==> src/rtl/ozphy_ts_sched_if.sv <==
// Symbol stream from the Polling ordered-set scheduler toward the lane symbol path.
interface ozphy_ts_sched_if;
   logic       sym_valid;
   logic [7:0] sym_data;
   logic       sym_k;
   logic       sym_ready;

   modport master (output sym_valid, output sym_data, output sym_k, input sym_ready);
   modport slave  (input sym_valid, input sym_data, input sym_k, output sym_ready);
endinterface

==> src/rtl/ozphy_ts_sched.sv <==
// Per-lane Polling scheduler: emits NTS TS1 then NTS TS2 ordered sets, one symbol per handshake,
// with abort honoured only on ordered-set boundaries.
module ozphy_ts_sched #(
   parameter int NTS = 1024,
   parameter int CW  = $clog2(NTS + 1)
) (
   input  logic             clk,
   input  logic             reset_n,
   input  logic             start,
   input  logic             abort,
   input  logic             pad_fields,
   input  logic [7:0]       link_num,
   input  logic [7:0]       lane_num,
   input  logic [7:0]       n_fts,
   ozphy_ts_sched_if.master sym,
   output logic             busy,
   output logic             done,
   output logic [CW-1:0]    ts1_cnt,
   output logic [CW-1:0]    ts2_cnt
);
   typedef enum logic [1:0] {S_IDLE = 2'd0, S_TS1 = 2'd1, S_TS2 = 2'd2, S_DONE = 2'd3} state_t;
   localparam logic [CW-1:0] LAST_OS = CW'(NTS - 1);

   state_t        state_r, state_n;
   logic [3:0]    idx_r, idx_n;
   logic [CW-1:0] ts1_r, ts1_n, ts2_r, ts2_n;
   logic          abort_r, abort_n, done_r, done_n, valid_r, valid_n, busy_r, busy_n;
   logic          k_r, k_n, pad_r, pad_s;
   logic [7:0]    data_r, data_n, link_r, lane_r, nfts_r, link_s, lane_s, nfts_s;
   logic [8:0]    sym_s;
   logic          load_s, xfer_s, os_end_s, abort_now_s, boundary_abort_s, active_s;

   // {K, byte} for a given symbol position of a TS1/TS2 ordered set
   function automatic logic [8:0] ts_symbol(input logic [3:0] idx, input logic is_ts2, input logic pad,
                                            input logic [7:0] link, input logic [7:0] lane,
                                            input logic [7:0] nfts);
      logic [8:0] s;
      case (idx)
         4'd0:    s = {1'b1, 8'hBC};
         4'd1:    s = pad ? {1'b1, 8'hF7} : {1'b0, link};
         4'd2:    s = pad ? {1'b1, 8'hF7} : {1'b0, lane};
         4'd3:    s = {1'b0, nfts};
         4'd4:    s = {1'b0, 8'h02};
         4'd5:    s = {1'b0, 8'h00};
         default: s = is_ts2 ? {1'b0, 8'h45} : {1'b0, 8'h4A};
      endcase
      return s;
   endfunction

   assign active_s         = (state_r == S_TS1) || (state_r == S_TS2);
   assign load_s           = start && ((state_r == S_IDLE) || (state_r == S_DONE));
   assign xfer_s           = valid_r && sym.sym_ready;
   assign os_end_s         = xfer_s && (idx_r == 4'd15);
   assign abort_now_s      = abort_r || abort;
   // A COM still waiting for acceptance means no ordered set is in flight yet
   assign boundary_abort_s = abort_now_s && (idx_r == 4'd0) && !xfer_s;

   // FSM state register
   always_ff @(posedge clk or negedge reset_n) begin
      if (!reset_n) begin
         state_r <= S_IDLE;
      end else begin
         state_r <= state_n;
      end
   end

   // FSM next-state decode
   always_comb begin
      state_n = state_r;
      case (state_r)
         S_IDLE: begin
            if (start) state_n = S_TS1;
            else       state_n = S_IDLE;
         end
         S_TS1: begin
            if (os_end_s && abort_now_s)               state_n = S_IDLE;
            else if (os_end_s && (ts1_r == LAST_OS))   state_n = S_TS2;
            else if (boundary_abort_s)                 state_n = S_IDLE;
            else                                       state_n = S_TS1;
         end
         S_TS2: begin
            if (os_end_s && (ts2_r == LAST_OS))        state_n = S_DONE;
            else if (os_end_s && abort_now_s)          state_n = S_IDLE;
            else if (boundary_abort_s)                 state_n = S_IDLE;
            else                                       state_n = S_TS2;
         end
         S_DONE: begin
            if (start)      state_n = S_TS1;
            else if (abort) state_n = S_IDLE;
            else            state_n = S_DONE;
         end
         default: state_n = S_IDLE;
      endcase
   end

   // FSM output decode: next index, counters and the symbol to present after the edge
   always_comb begin
      idx_n   = idx_r;
      ts1_n   = ts1_r;
      ts2_n   = ts2_r;
      abort_n = abort_r;
      if (load_s) begin
         idx_n   = 4'd0;
         ts1_n   = '0;
         ts2_n   = '0;
         abort_n = 1'b0;
      end else if (active_s) begin
         if (xfer_s) idx_n = idx_r + 4'd1;
         else        idx_n = idx_r;
         if (os_end_s && (state_r == S_TS1))      ts1_n = ts1_r + CW'(1);
         else if (os_end_s && (state_r == S_TS2)) ts2_n = ts2_r + CW'(1);
         else                                     ts1_n = ts1_r;
         if ((state_n == S_IDLE) || (state_n == S_DONE)) abort_n = 1'b0;
         else                                            abort_n = abort_now_s;
      end else begin
         abort_n = 1'b0;
      end
      done_n  = (state_n == S_DONE);
      valid_n = (state_n == S_TS1) || (state_n == S_TS2);
      busy_n  = valid_n;
      pad_s   = load_s ? pad_fields : pad_r;
      link_s  = load_s ? link_num   : link_r;
      lane_s  = load_s ? lane_num   : lane_r;
      nfts_s  = load_s ? n_fts      : nfts_r;
      sym_s   = ts_symbol(idx_n, state_n == S_TS2, pad_s, link_s, lane_s, nfts_s);
      if (valid_n) begin
         k_n    = sym_s[8];
         data_n = sym_s[7:0];
      end else begin
         k_n    = 1'b0;
         data_n = 8'h00;
      end
   end

   // Datapath, configuration and registered output state
   always_ff @(posedge clk or negedge reset_n) begin
      if (!reset_n) begin
         idx_r   <= 4'd0;
         ts1_r   <= '0;
         ts2_r   <= '0;
         abort_r <= 1'b0;
         done_r  <= 1'b0;
         valid_r <= 1'b0;
         busy_r  <= 1'b0;
         k_r     <= 1'b0;
         data_r  <= 8'h00;
         pad_r   <= 1'b0;
         link_r  <= 8'h00;
         lane_r  <= 8'h00;
         nfts_r  <= 8'h00;
      end else begin
         idx_r   <= idx_n;
         ts1_r   <= ts1_n;
         ts2_r   <= ts2_n;
         abort_r <= abort_n;
         done_r  <= done_n;
         valid_r <= valid_n;
         busy_r  <= busy_n;
         k_r     <= k_n;
         data_r  <= data_n;
         pad_r   <= pad_s;
         link_r  <= link_s;
         lane_r  <= lane_s;
         nfts_r  <= nfts_s;
      end
   end

   assign sym.sym_valid = valid_r;
   assign sym.sym_data  = data_r;
   assign sym.sym_k     = k_r;
   assign busy          = busy_r;
   assign done          = done_r;
   assign ts1_cnt       = ts1_r;
   assign ts2_cnt       = ts2_r;
endmodule

==> src/flat_wrapper.sv <==
// flat-port wrapper written by rule: the top's interface ports become plain ports
module ozphy_ts_sched_flat 
#(
   parameter int NTS = 1024,
   parameter int CW  = $clog2(NTS + 1)
)
  (clk, reset_n, start, abort, pad_fields, link_num, lane_num, n_fts, busy, done, ts1_cnt, ts2_cnt, sym_sym_valid, sym_sym_data, sym_sym_k, sym_sym_ready);
  ozphy_ts_sched_if sym_i ();
  input  logic clk;
  input  logic reset_n;
  input  logic start;
  input  logic abort;
  input  logic pad_fields;
  input  logic [7:0] link_num;
  input  logic [7:0] lane_num;
  input  logic [7:0] n_fts;
  output logic busy;
  output logic done;
  output logic [CW-1:0] ts1_cnt;
  output logic [CW-1:0] ts2_cnt;
  output wire logic [$bits(sym_i.sym_valid)-1:0] sym_sym_valid;
  output wire logic [$bits(sym_i.sym_data)-1:0] sym_sym_data;
  output wire logic [$bits(sym_i.sym_k)-1:0] sym_sym_k;
  input wire logic [$bits(sym_i.sym_ready)-1:0] sym_sym_ready;
  assign sym_sym_valid = sym_i.sym_valid;
  assign sym_sym_data = sym_i.sym_data;
  assign sym_sym_k = sym_i.sym_k;
  assign sym_i.sym_ready = sym_sym_ready;
  ozphy_ts_sched #(.NTS(NTS), .CW(CW)) u_core (.clk(clk), .reset_n(reset_n), .start(start), .abort(abort), .pad_fields(pad_fields), .link_num(link_num), .lane_num(lane_num), .n_fts(n_fts), .sym(sym_i), .busy(busy), .done(done), .ts1_cnt(ts1_cnt), .ts2_cnt(ts2_cnt));
endmodule
==> config.mk <==
export PLATFORM = sky130hd
export DESIGN_NAME = ozphy_ts_sched_flat
export DESIGN_NICKNAME = d
export VERILOG_FILES = /design/src/rtl/ozphy_ts_sched_if.sv /design/src/rtl/ozphy_ts_sched.sv /design/src/flat_wrapper.sv
export SDC_FILE = /design/constraint.sdc
export NUM_CORES = 1
export LEC_CHECK = 0
export ABC_CLOCK_PERIOD_IN_PS = 6000
export BUFFER_PORTS_ARGS = -buffer_cell sky130_fd_sc_hd__buf_4
export CELL_PAD_IN_SITES_DETAIL_PLACEMENT = 1
export CELL_PAD_IN_SITES_GLOBAL_PLACEMENT = 2
export CORE_ASPECT_RATIO = 0.5
export CORE_MARGIN = 4
export CORE_UTILIZATION = 36
export DETAILED_ROUTE_END_ITERATION = 10
export PLACE_DENSITY_LB_ADDON = 0.25
export RECOVER_POWER = 100
export SLEW_MARGIN = 20
export SYNTH_ARGS = -nofsm -noshare
export SYNTH_HDL_FRONTEND = slang
export SYNTH_SLANG_ARGS = --single-unit
==> constraint.sdc <==
create_clock -name clk -period 6 [get_ports clk]
set_input_delay 0 -clock clk [delete_from_list [all_inputs] [get_ports clk]]
set_output_delay 0 -clock clk [all_outputs]
set_load 0.01 [all_outputs]
==> impl_metrics.env, run 1 <==
export IMPL_status="finished with violations"
export IMPL_violations="capacitance limit, slew limit"
export IMPL_antennaDiodeCount=0
export IMPL_htree_levels=3
export IMPL_firstDrtPassIters=4
export IMPL_area_growth_synth_to_final_pct=29.7
export IMPL_fin_crit_sh_pct=58.6
export IMPL_synth_flop_cell="dfrtp_1"
export IMPL_dp_hpwl_um=6480
export IMPL_rsz0062_at_grt="no"
export IMPL_hold_path_depth=3
export IMPL_drive_above_1_share_pct=11.5
export IMPL_seq_area_frac_synth_pct=50.1
export IMPL_avgRoutedWirePerCell_um=16.7
export IMPL_yosysTopAreaCell="dfrtp_1"
export IMPL_die_h_um=75.1
export IMPL_synthTopCellsByArea="dfrtp_1 50%, nand2_1 9.4%, ha_1 4.2%"
export IMPL_io_buffers=63
export IMPL_cp_end_kind="register"
export IMPL_ys_types=52
export IMPL_power_density_nw_per_um2=403
export IMPL_synthesis_area_um2=3250
export IMPL_die_w_um=142
export IMPL_post_cts_buffers=0
export IMPL_place_area_um2=3820
export IMPL_rr_worst_depth=9
export IMPL_p_leak_nw=1.95
export IMPL_antenna_found_initial=0
export IMPL_synth_edff_count=0
export IMPL_synth_cells=351
export IMPL_worstPathMaxFanout=23
export IMPL_hold_class="input port to register"
export IMPL_via_count=2943
export IMPL_finalHoldViolations=0
export IMPL_clk_latency_ns=0.33
export IMPL_cts_tree="built"
export IMPL_dp_slack_ns=2.80
export IMPL_synth_seq_cells=65
export IMPL_grt_pass1_vias=3085
export IMPL_finalHoldWorstSlack_ns=0.0517
export IMPL_max_slew_worst_pin_slew_ns=3.59
export IMPL_initial_core_util_pct=37.1
export IMPL_clock_sinks=65
export IMPL_drc=0
export IMPL_grt_pass1_wl_um=15500
export IMPL_max_cap_violations=3
export IMPL_fin_crit_ns=3.52
export IMPL_slew_headroom_pct=-139
export IMPL_reg2reg_to="u_core.sym.sym_data[1]"
export IMPL_syn_area_per_cell_um2=9.25
export IMPL_crit_type="register to register"
export IMPL_synth_commonest_cells="81 x nand2_1, 65 x dfrtp_1, 27 x o21ai_0"
export IMPL_synth_top_cell_area_share_pct=50.1
export IMPL_cp_start_kind="register"
export IMPL_fin_setup_tns_ns=0
export IMPL_holdPathEnd="u_core.state_r[0]"
export IMPL_fillers=1019
export IMPL_setup_viol=0
export IMPL_synthArstFlopShare_pct=100
export IMPL_ant_nets=0
export IMPL_max_freq_mhz=284
export IMPL_core_area_um2=8740
export IMPL_required_ns=6.25
export IMPL_overflow=0
export IMPL_crit_arrival_ns=3.77
export IMPL_yosys_warnings=0
export IMPL_synth_nets=392
export IMPL_cts_clk_slew_worst_paths_ns=0.05
export IMPL_min_from="start"
export IMPL_clockBufferDepth=2
export IMPL_dr_first_iter_drc_count=129
export IMPL_worst_clock_skew_ns=0.00242
export IMPL_r2r_start="u_core.state_r[0]"
export IMPL_stdcell_area_um2=4210
export IMPL_io_pins=64
export IMPL_row_count=24
export IMPL_grt_usage_pct=18.8
export IMPL_grt_max_degree=66
export IMPL_setup_slack_ns=2.48
export IMPL_wirelength_um=9390
export IMPL_vdd_ir_drop_max_v=0.000171
export IMPL_viasPerCell=5.25
export IMPL_finalMaxSlewViolations=119
export IMPL_fin_nets=480
export IMPL_clockRootBuffer="clkbuf_16"
export IMPL_cts_made_buffers=9
export IMPL_yosysMostFrequentCell="nand2_1"
export IMPL_gp_congestion=0.805
export IMPL_reg2reg_slack_ns=2.48
export IMPL_dieArea_um2=10700
-- metrics by stage --
stage | utilization, % | std cells | total power [W]
after CTS | 50.0 | 561 | 0.00175
after detailed placement | 43.7 | 519 | 0.00120
after floorplan | - | 351 | 0.00100
after global placement | 43.7 | 519 | 0.00118
final | 48.2 | 561 | 0.00170
after global routing | 48.2 | 561 | 0.00182
-- registers in the layout, indices dropped and copies added, names as in the netlist --
name / cells
u_core.abort_r: 1
u_core.ts2_cnt: 11
u_core.ts1_cnt: 11
u_core.sym.sym_valid: 1
u_core.sym.sym_k: 1
u_core.pad_r: 1
u_core.link_r: 8
u_core.done: 1
u_core.lane_r: 8
u_core.nfts_r: 8
u_core.idx_r: 4
u_core.state_r: 2
u_core.sym.sym_data: 8
-- report_power, final --
group          leakage (nW)  switching, W  internal (W)
Clock                 0.144      0.000188      0.000332
Combinational         0.959      0.000360      0.000192
Sequential            0.846     0.0000592      0.000564
-- final cells by class --
| cell class | instances | area [um2] | area share, % |
|---|---|---|---|
| clock buffer | 13 | 250 | 5.94 |
| clock inverter | 3 | 40.0 | 0.951 |
| inverter | 13 | 48.8 | 1.16 |
| multi-input combinational | 259 | 1490 | 35.4 |
| sequential | 65 | 1630 | 38.6 |
| tap | 117 | 146 | 3.48 |
| timing repair buffer | 91 | 609 | 14.5 |
-- worst max-delay path by stage --
stage,from,endpoint,slack (ns),depth (start not counted)
2_1_floorplan,u_core.ts2_cnt[0],u_core.sym.sym_data[3],3.54,8
5_1_grt,reset_n,u_core.link_r[4],1.71,2
4_1_cts,u_core.state_r[0],u_core.sym.sym_data[1],2.79,9
3_3_place_gp,u_core.state_r[0],u_core.sym.sym_data[1],2.91,9
6_report,u_core.state_r[0],u_core.sym.sym_data[1],2.48,9
3_5_place_dp,u_core.state_r[0],u_core.sym.sym_data[1],2.80,9
-- routing by layer --
metal  share of wire [%]  vias to the layer above  GRT usage (%)
met5                   0                        -              0
met4                0.95                        0           3.94
met3                 5.2                       10           6.79
met2                  47                       63           32.2
met1                  47                     1469           23.3
li1                    -                     1401              -
-- critical path, cell delays in order (launching register included) --
cell      delay (ns)
dfrtp_1         0.38
inv_1           0.08
ha_1            0.56
nand2b_1        0.76
clkbuf_1        0.61
nand3_1         0.13
o21ai_0         0.23
a21oi_1         0.21
or3_1           0.38
o21ai_0         0.09
-- what timing repair did --
action | 4_1_cts | 5_1_grt
gates resized for setup | 0 | 0
endpoints found under the hold margin | 90 | 0
hold buffers | 26 | 0
-- cell usage in the layout (no fill, tap or decap), types with 3 or more instances in the layout --
cell           instances
ha_1                  11
mux2i_1                3
nand2_1               81
nand4_1                8
a21oi_1               12
clkbuf_16              9
xnor2_1                3
xor2_1                 6
nand2b_1               3
a211oi_1               3
nor3_1                11
dfrtp_1               65
o21ai_0               29
or3_1                  5
nor2_1                21
buf_4                 28
inv_1                  9
dlygate4sd3_1         26
inv_2                  4
clkbuf_1              40
and3_1                 9
nand3_1               18
mux2_1                 3
a31oi_1                3
-- kinds of logic after synthesis --
group | after synthesis | share of synthesized area, %
mux | 8 | 2.78
compound gates | 66 | 12.6
xor+xnor | 9 | 2.43
flops | 65 | 50.1
fa+ha+maj | 11 | 4.24
simple gates | 165 | 24.3
buf+inv | 27 | 3.55
(Power assumes the default switching activity.)
==> run 2, diff against run 1 <==
--- a/config.mk
+++ b/config.mk
@@ -5,13 +5,13 @@
 export SDC_FILE = /design/constraint.sdc
 export NUM_CORES = 1
 export LEC_CHECK = 0
-export ABC_CLOCK_PERIOD_IN_PS = 6000
+export ABC_CLOCK_PERIOD_IN_PS = 3000
 export BUFFER_PORTS_ARGS = -buffer_cell sky130_fd_sc_hd__buf_4
 export CELL_PAD_IN_SITES_DETAIL_PLACEMENT = 1
 export CELL_PAD_IN_SITES_GLOBAL_PLACEMENT = 2
 export CORE_ASPECT_RATIO = 0.5
 export CORE_MARGIN = 4
-export CORE_UTILIZATION = 36
+export CORE_UTILIZATION = 30
 export DETAILED_ROUTE_END_ITERATION = 10
 export PLACE_DENSITY_LB_ADDON = 0.25
 export RECOVER_POWER = 100
==> constraint.sdc (replaced) <==
create_clock -name clk -period 3 [get_ports clk]
set_input_delay 0 -clock clk [delete_from_list [all_inputs] [get_ports clk]]
set_output_delay 0 -clock clk [all_outputs]
set_load 0.01 [all_outputs]
==> impl_metrics.env, run 2 (synthesis results as in run 1) <==
export IMPL_hold_path_depth=3
export IMPL_avgRoutedWirePerCell_um=16.3
export IMPL_crit_type="register to register"
export IMPL_critPathLaunch="u_core.state_r[0]"
export IMPL_reg2reg_to="u_core.sym.sym_data[0]"
export IMPL_die_h_um=81.6
export IMPL_io_pins=64
export IMPL_crit_arrival_ns=2.94
export IMPL_p_leak_nw=1.97
export IMPL_post_cts_buffers=0
export IMPL_fin_crit_ns=2.74
export IMPL_path_cells="inv_1 > ha_1 > buf_4 > a21boi_1 > o21ai_1 > and2_0 > inv_2 > a21oi_1 > nand2b_1 > a21oi_1"
export IMPL_grt_pass1_vias=3209
export IMPL_power_density_nw_per_um2=806
export IMPL_drc=0
export IMPL_core_area_um2=10400
export IMPL_max_cap_violations=1
export IMPL_fin_setup_tns_ns=0
export IMPL_finalHoldViolations=0
export IMPL_clk_latency_ns=0.33
export IMPL_cp_start_kind="register"
export IMPL_stdcell_area_um2=4290
export IMPL_cpMaxStageDelayCell="and2_0"
export IMPL_grt_util_met1_pct=20.8
export IMPL_hold_class="input port to register"
export IMPL_status="finished with violations"
export IMPL_holdPathEnd="u_core.state_r[0]"
export IMPL_max_slew_worst_pin_slew_ns=1.68
export IMPL_worst_clock_skew_ns=0.00665
export IMPL_reg2reg_slack_ns=0.26
export IMPL_clockRootBuffer="clkbuf_16"
export IMPL_rsz0062_at_grt="no"
export IMPL_initial_core_util_pct=31.3
export IMPL_die_w_um=155
export IMPL_cts_made_buffers=9
export IMPL_vdd_ir_drop_max_v=0.000376
export IMPL_max_freq_mhz=365
export IMPL_via_count=2921
export IMPL_cp_end_kind="register"
export IMPL_slew_headroom_pct=-11.9
export IMPL_busiest_layer="met2"
export IMPL_place_area_um2=3890
export IMPL_drive_above_1_share_pct=12.2
export IMPL_rr_worst_depth=10
export IMPL_dieArea_um2=12600
export IMPL_wirelength_um=9590
export IMPL_viasPerCell=4.95
export IMPL_antennaDiodeCount=0
export IMPL_cts_tree="built"
export IMPL_violations="capacitance limit, slew limit"
export IMPL_grt_usage_pct=16.3
export IMPL_overflow=0
export IMPL_grt_pass1_wl_um=16200
export IMPL_cpPeakStageDelay_ns=0.49
export IMPL_antenna_found_initial=0
export IMPL_layout_common_cells="81 x nand2_1, 65 x dfrtp_1, 41 x clkbuf_1"
export IMPL_dp_hpwl_um=6970
export IMPL_gp_congestion=0.815
export IMPL_fin_crit_sh_pct=91.4
export IMPL_firstDrtPassIters=4
export IMPL_min_from="start"
export IMPL_r2r_start="u_core.state_r[0]"
export IMPL_dr_first_iter_drc_count=115
export IMPL_clockBufferDepth=2
export IMPL_crit_top_cell="a21oi_1"
export IMPL_grt_use_met3_pct=3.95
export IMPL_fillers=1218
export IMPL_fin_nets=486
export IMPL_htree_levels=3
export IMPL_finalMaxSlewViolations=66
export IMPL_final_common_cell="nand2_1"
export IMPL_worstPathMaxFanout=14
export IMPL_gr_usage_met2_pct=27.9
export IMPL_ant_nets=0
export IMPL_cts_clk_slew_worst_paths_ns=0.05
export IMPL_setup_viol=0
export IMPL_row_count=26
export IMPL_area_growth_synth_to_final_pct=32.2
export IMPL_post_route_util_pct=41.3
export IMPL_io_buffers=63
export IMPL_clock_sinks=65
export IMPL_grt_max_degree=66
export IMPL_required_ns=3.20
-- run 2: cell count changes in the layout (fill, tap and decap cells not counted), sizes merged --
cell and delta:
clkbuf +4, buf +3, clkinv -1
-- run 2: where the power goes --
group	internal [W]	switching, W	total, W
Sequential	0.00113	0.000116	0.00124
Combinational	0.000401	0.000733	0.00113
Clock	0.000710	0.000369	0.00108
-- run 2: worst max path at each step --
stage,to,slack [ns],depth (start not counted)
floorplan,u_core.sym.sym_data[3],0.54,8
global placement,u_core.sym.sym_data[3],0.42,9
detailed placement,u_core.sym.sym_data[3],0.28,9
CTS,u_core.sym.sym_data[3],0.27,9
global route,u_core.sym.sym_data[2],0.05,10
finish,u_core.sym.sym_data[0],0.26,10
-- run 2: routing by layer --
| metal | share of wire [%] | wire (um) | vias up |
|---|---|---|---|
| li1 | - | - | 1409 |
| met1 | 48 | 4640 | 1460 |
| met2 | 47 | 4530 | 42 |
| met3 | 3.4 | 327 | 10 |
| met4 | 1.0 | 96 | 0 |
| met5 | 0 | 0 | - |
-- run 2: worst max-delay path, delay by kind of cell (launching register included) --
kind / cells / cell delay, ns
buffers and inverters: 3 / 0.48
and+or+nand+nor: 2 / 0.69
adders and majority gates: 1 / 0.30
AOI/OAI and AO/OA: 4 / 0.74
DFF: 1 / 0.39
-- run 2: final cells by class --
class / instances / area [um2] / share of cell area [%]
tap: 140 / 175 / 4.08
multi-input combinational: 259 / 1490 / 34.6
sequential: 65 / 1630 / 37.9
clock inverter: 2 / 35.0 / 0.817
clock buffer: 14 / 274 / 6.39
timing repair buffer: 97 / 644 / 15.0
inverter: 13 / 48.8 / 1.14
-- run 2: through the flow --
step	total power [W]	instances	setup WS (ns)	hold slack, ns
4_1_cts	0.00360	590	0.274	0.0512
2_1_floorplan	0.00200	351	0.536	-0.296
3_5_place_dp	0.00246	548	0.280	0.178
6_report	0.00346	590	0.258	0.0714
5_1_grt	0.00373	590	0.0502	0.0780
3_3_place_gp	0.00242	548	0.420	0.163
-- run 2: what timing repair did --
item                                   in CTS  in global routing
hold buffers                               26                  0
endpoints found under the hold margin      90                  0
resized for setup                           0                  0
setup endpoints to repair                   0                  0
==> run 3, diff against run 2 <==
--- a/config.mk
+++ b/config.mk
@@ -11,10 +11,12 @@
 export CELL_PAD_IN_SITES_GLOBAL_PLACEMENT = 2
 export CORE_ASPECT_RATIO = 0.5
 export CORE_MARGIN = 4
-export CORE_UTILIZATION = 30
+export CORE_UTILIZATION = 31
+export CTS_BUF_LIST = sky130_fd_sc_hd__clkbuf_4
 export DETAILED_ROUTE_END_ITERATION = 10
 export PLACE_DENSITY_LB_ADDON = 0.25
 export RECOVER_POWER = 100
+export REMOVE_ABC_BUFFERS = 1
 export SLEW_MARGIN = 20
 export SYNTH_ARGS = -nofsm -noshare
 export SYNTH_HDL_FRONTEND = slang
==> impl_metrics.env, run 3 (synthesis results as in run 1) <==
export IMPL_status="finished with violations"
export IMPL_violations="capacitance limit, slew limit"
export IMPL_gp_congestion=0.775
export IMPL_overflow=0
export IMPL_finalMaxSlewViolations=66
export IMPL_clockBufferDepth=2
export IMPL_fin_nets=487
export IMPL_cp_start_kind="register"
export IMPL_power_w=0.00293
export IMPL_dr_first_iter_drc_count=58
export IMPL_post_cts_buffers=0
export IMPL_power_density_nw_per_um2=713
export IMPL_clk_latency_ns=0.41
export IMPL_grt_usage_pct=15.9
export IMPL_drc=0
export IMPL_cts_made_buffers=9
export IMPL_worst_clock_skew_ns=0.0125
export IMPL_grt_pass1_wl_um=15600
export IMPL_viasPerCell=4.87
export IMPL_firstDrtPassIters=4
export IMPL_cpMaxStageDelayCell="clkbuf_1"
export IMPL_antenna_found_initial=0
export IMPL_dp_slack_ns=0.272
export IMPL_cp_end_kind="register"
export IMPL_die_w_um=153
export IMPL_htree_levels=3
export IMPL_cpPeakStageDelay_ns=0.60
export IMPL_fin_crit_sh_pct=91.9
export IMPL_drive_above_1_share_pct=11.8
export IMPL_io_buffers=63
export IMPL_slew_headroom_pct=-11.7
export IMPL_required_ns=3.29
export IMPL_antennaDiodeCount=0
export IMPL_setup_slack_ns=0.244
export IMPL_initial_core_util_pct=31.8
export IMPL_grt_pass1_vias=3145
export IMPL_max_freq_mhz=363
export IMPL_hold_class="input port to register"
export IMPL_die_h_um=80.4
export IMPL_fin_setup_tns_ns=0
export IMPL_path_cells="inv_1 > ha_1 > buf_4 > nor2b_1 > clkbuf_1 > mux2_1 > nor2_1 > o21ai_0 > o32ai_1 > o21ai_0"
export IMPL_rr_worst_depth=10
export IMPL_avgRoutedWirePerCell_um=15.8
export IMPL_dieArea_um2=12300
export IMPL_layout_common_cells="81 x nand2_1, 65 x dfrtp_1, 38 x clkbuf_1"
export IMPL_cts_clk_slew_worst_paths_ns=0.11
export IMPL_setup_viol=0
export IMPL_fin_crit_ns=2.76
export IMPL_crit_type="register to register"
export IMPL_wirelength_um=9300
export IMPL_final_common_cell="nand2_1"
export IMPL_dp_hpwl_um=6730
export IMPL_rsz0062_at_grt="no"
export IMPL_post_route_util_pct=40.2
export IMPL_vdd_ir_drop_max_v=0.000203
export IMPL_max_cap_violations=1
export IMPL_crit_arrival_ns=3.05
export IMPL_ant_nets=0
export IMPL_area_growth_synth_to_final_pct=26.5
export IMPL_finalHoldViolations=0
export IMPL_grt_max_degree=66
export IMPL_clockRootBuffer="clkbuf_4"
export IMPL_clock_sinks=65
export IMPL_via_count=2873
export IMPL_core_area_um2=10200
export IMPL_max_slew_worst_pin_slew_ns=1.68
export IMPL_p_leak_nw=1.87
export IMPL_cts_tree="built"
export IMPL_crit_top_cell="o21ai_0"
export IMPL_hold_path_depth=4
export IMPL_worstPathMaxFanout=16
export IMPL_io_pins=64
export IMPL_row_count=26
run 3: worst max-delay path, delay by kind of cell (launching register included):
family	cells	cell delay (ns)
AO/OA/AOI/OAI	3	0.42
adder cells (fa/ha/maj)	1	0.31
buffers and inverters	3	0.87
flip-flops	1	0.40
multiplexers	1	0.40
AND/OR/NAND/NOR	2	0.25
run 3: repair_timing:
item	CTS	global route
gates resized for setup	0	0
hold endpoints to repair	96	0
hold buffers	28	0
run 3: path summary, 6_finish.rpt:
path,startpoint,slack [ns],end
min reg2reg,u_core.nfts_r[4],0.48,u_core.nfts_r[4]
min,sym_sym_ready,0.08,u_core.idx_r[3]
max reg2reg,u_core.state_r[0],0.24,u_core.sym.sym_data[1]
max in group asynchronous,reset_n,1.43,u_core.nfts_r[3]
max,u_core.state_r[0],0.24,u_core.sym.sym_data[1]
min in group asynchronous,reset_n,0.57,u_core.nfts_r[1]
run 3: area by class of cell:
class	count	area, um2
clock buffers	11	82.6
flip-flops and latches	65	1630
multi-input cells	259	1470
inverters	13	48.8
fillers	1239	6110
well taps	140	175
repair buffers	98	661
clock inverters	4	45.0
run 3: power breakdown:
| group | internal, W | switching (W) | total, W |
|---|---|---|---|
| logic | 0.000406 | 0.000715 | 0.00112 |
| registers | 0.00112 | 0.000118 | 0.00124 |
| clock network | 0.000264 | 0.000303 | 0.000566 |
| total | 0.00179 | 0.00114 | 0.00293 |
run 3: stage by stage:
step           hold WS (ns)  instance area, um2  std cells
6_report             0.0798                4110        590
2_1_floorplan        -0.296                3180        337
5_1_grt              0.0883                4110        590
4_1_cts            0.000946                4290        590
3_5_place_dp          0.169                3880        547
3_3_place_gp          0.154                3880        547
run 3: per-layer routing:
metal	track usage [%]	up-vias	share of wire, %
li1	-	1405	-
met1	19.6	1395	46
met2	27.7	61	48
met3	4.47	12	4.3
met4	3.91	0	1.1
met5	0	-	0
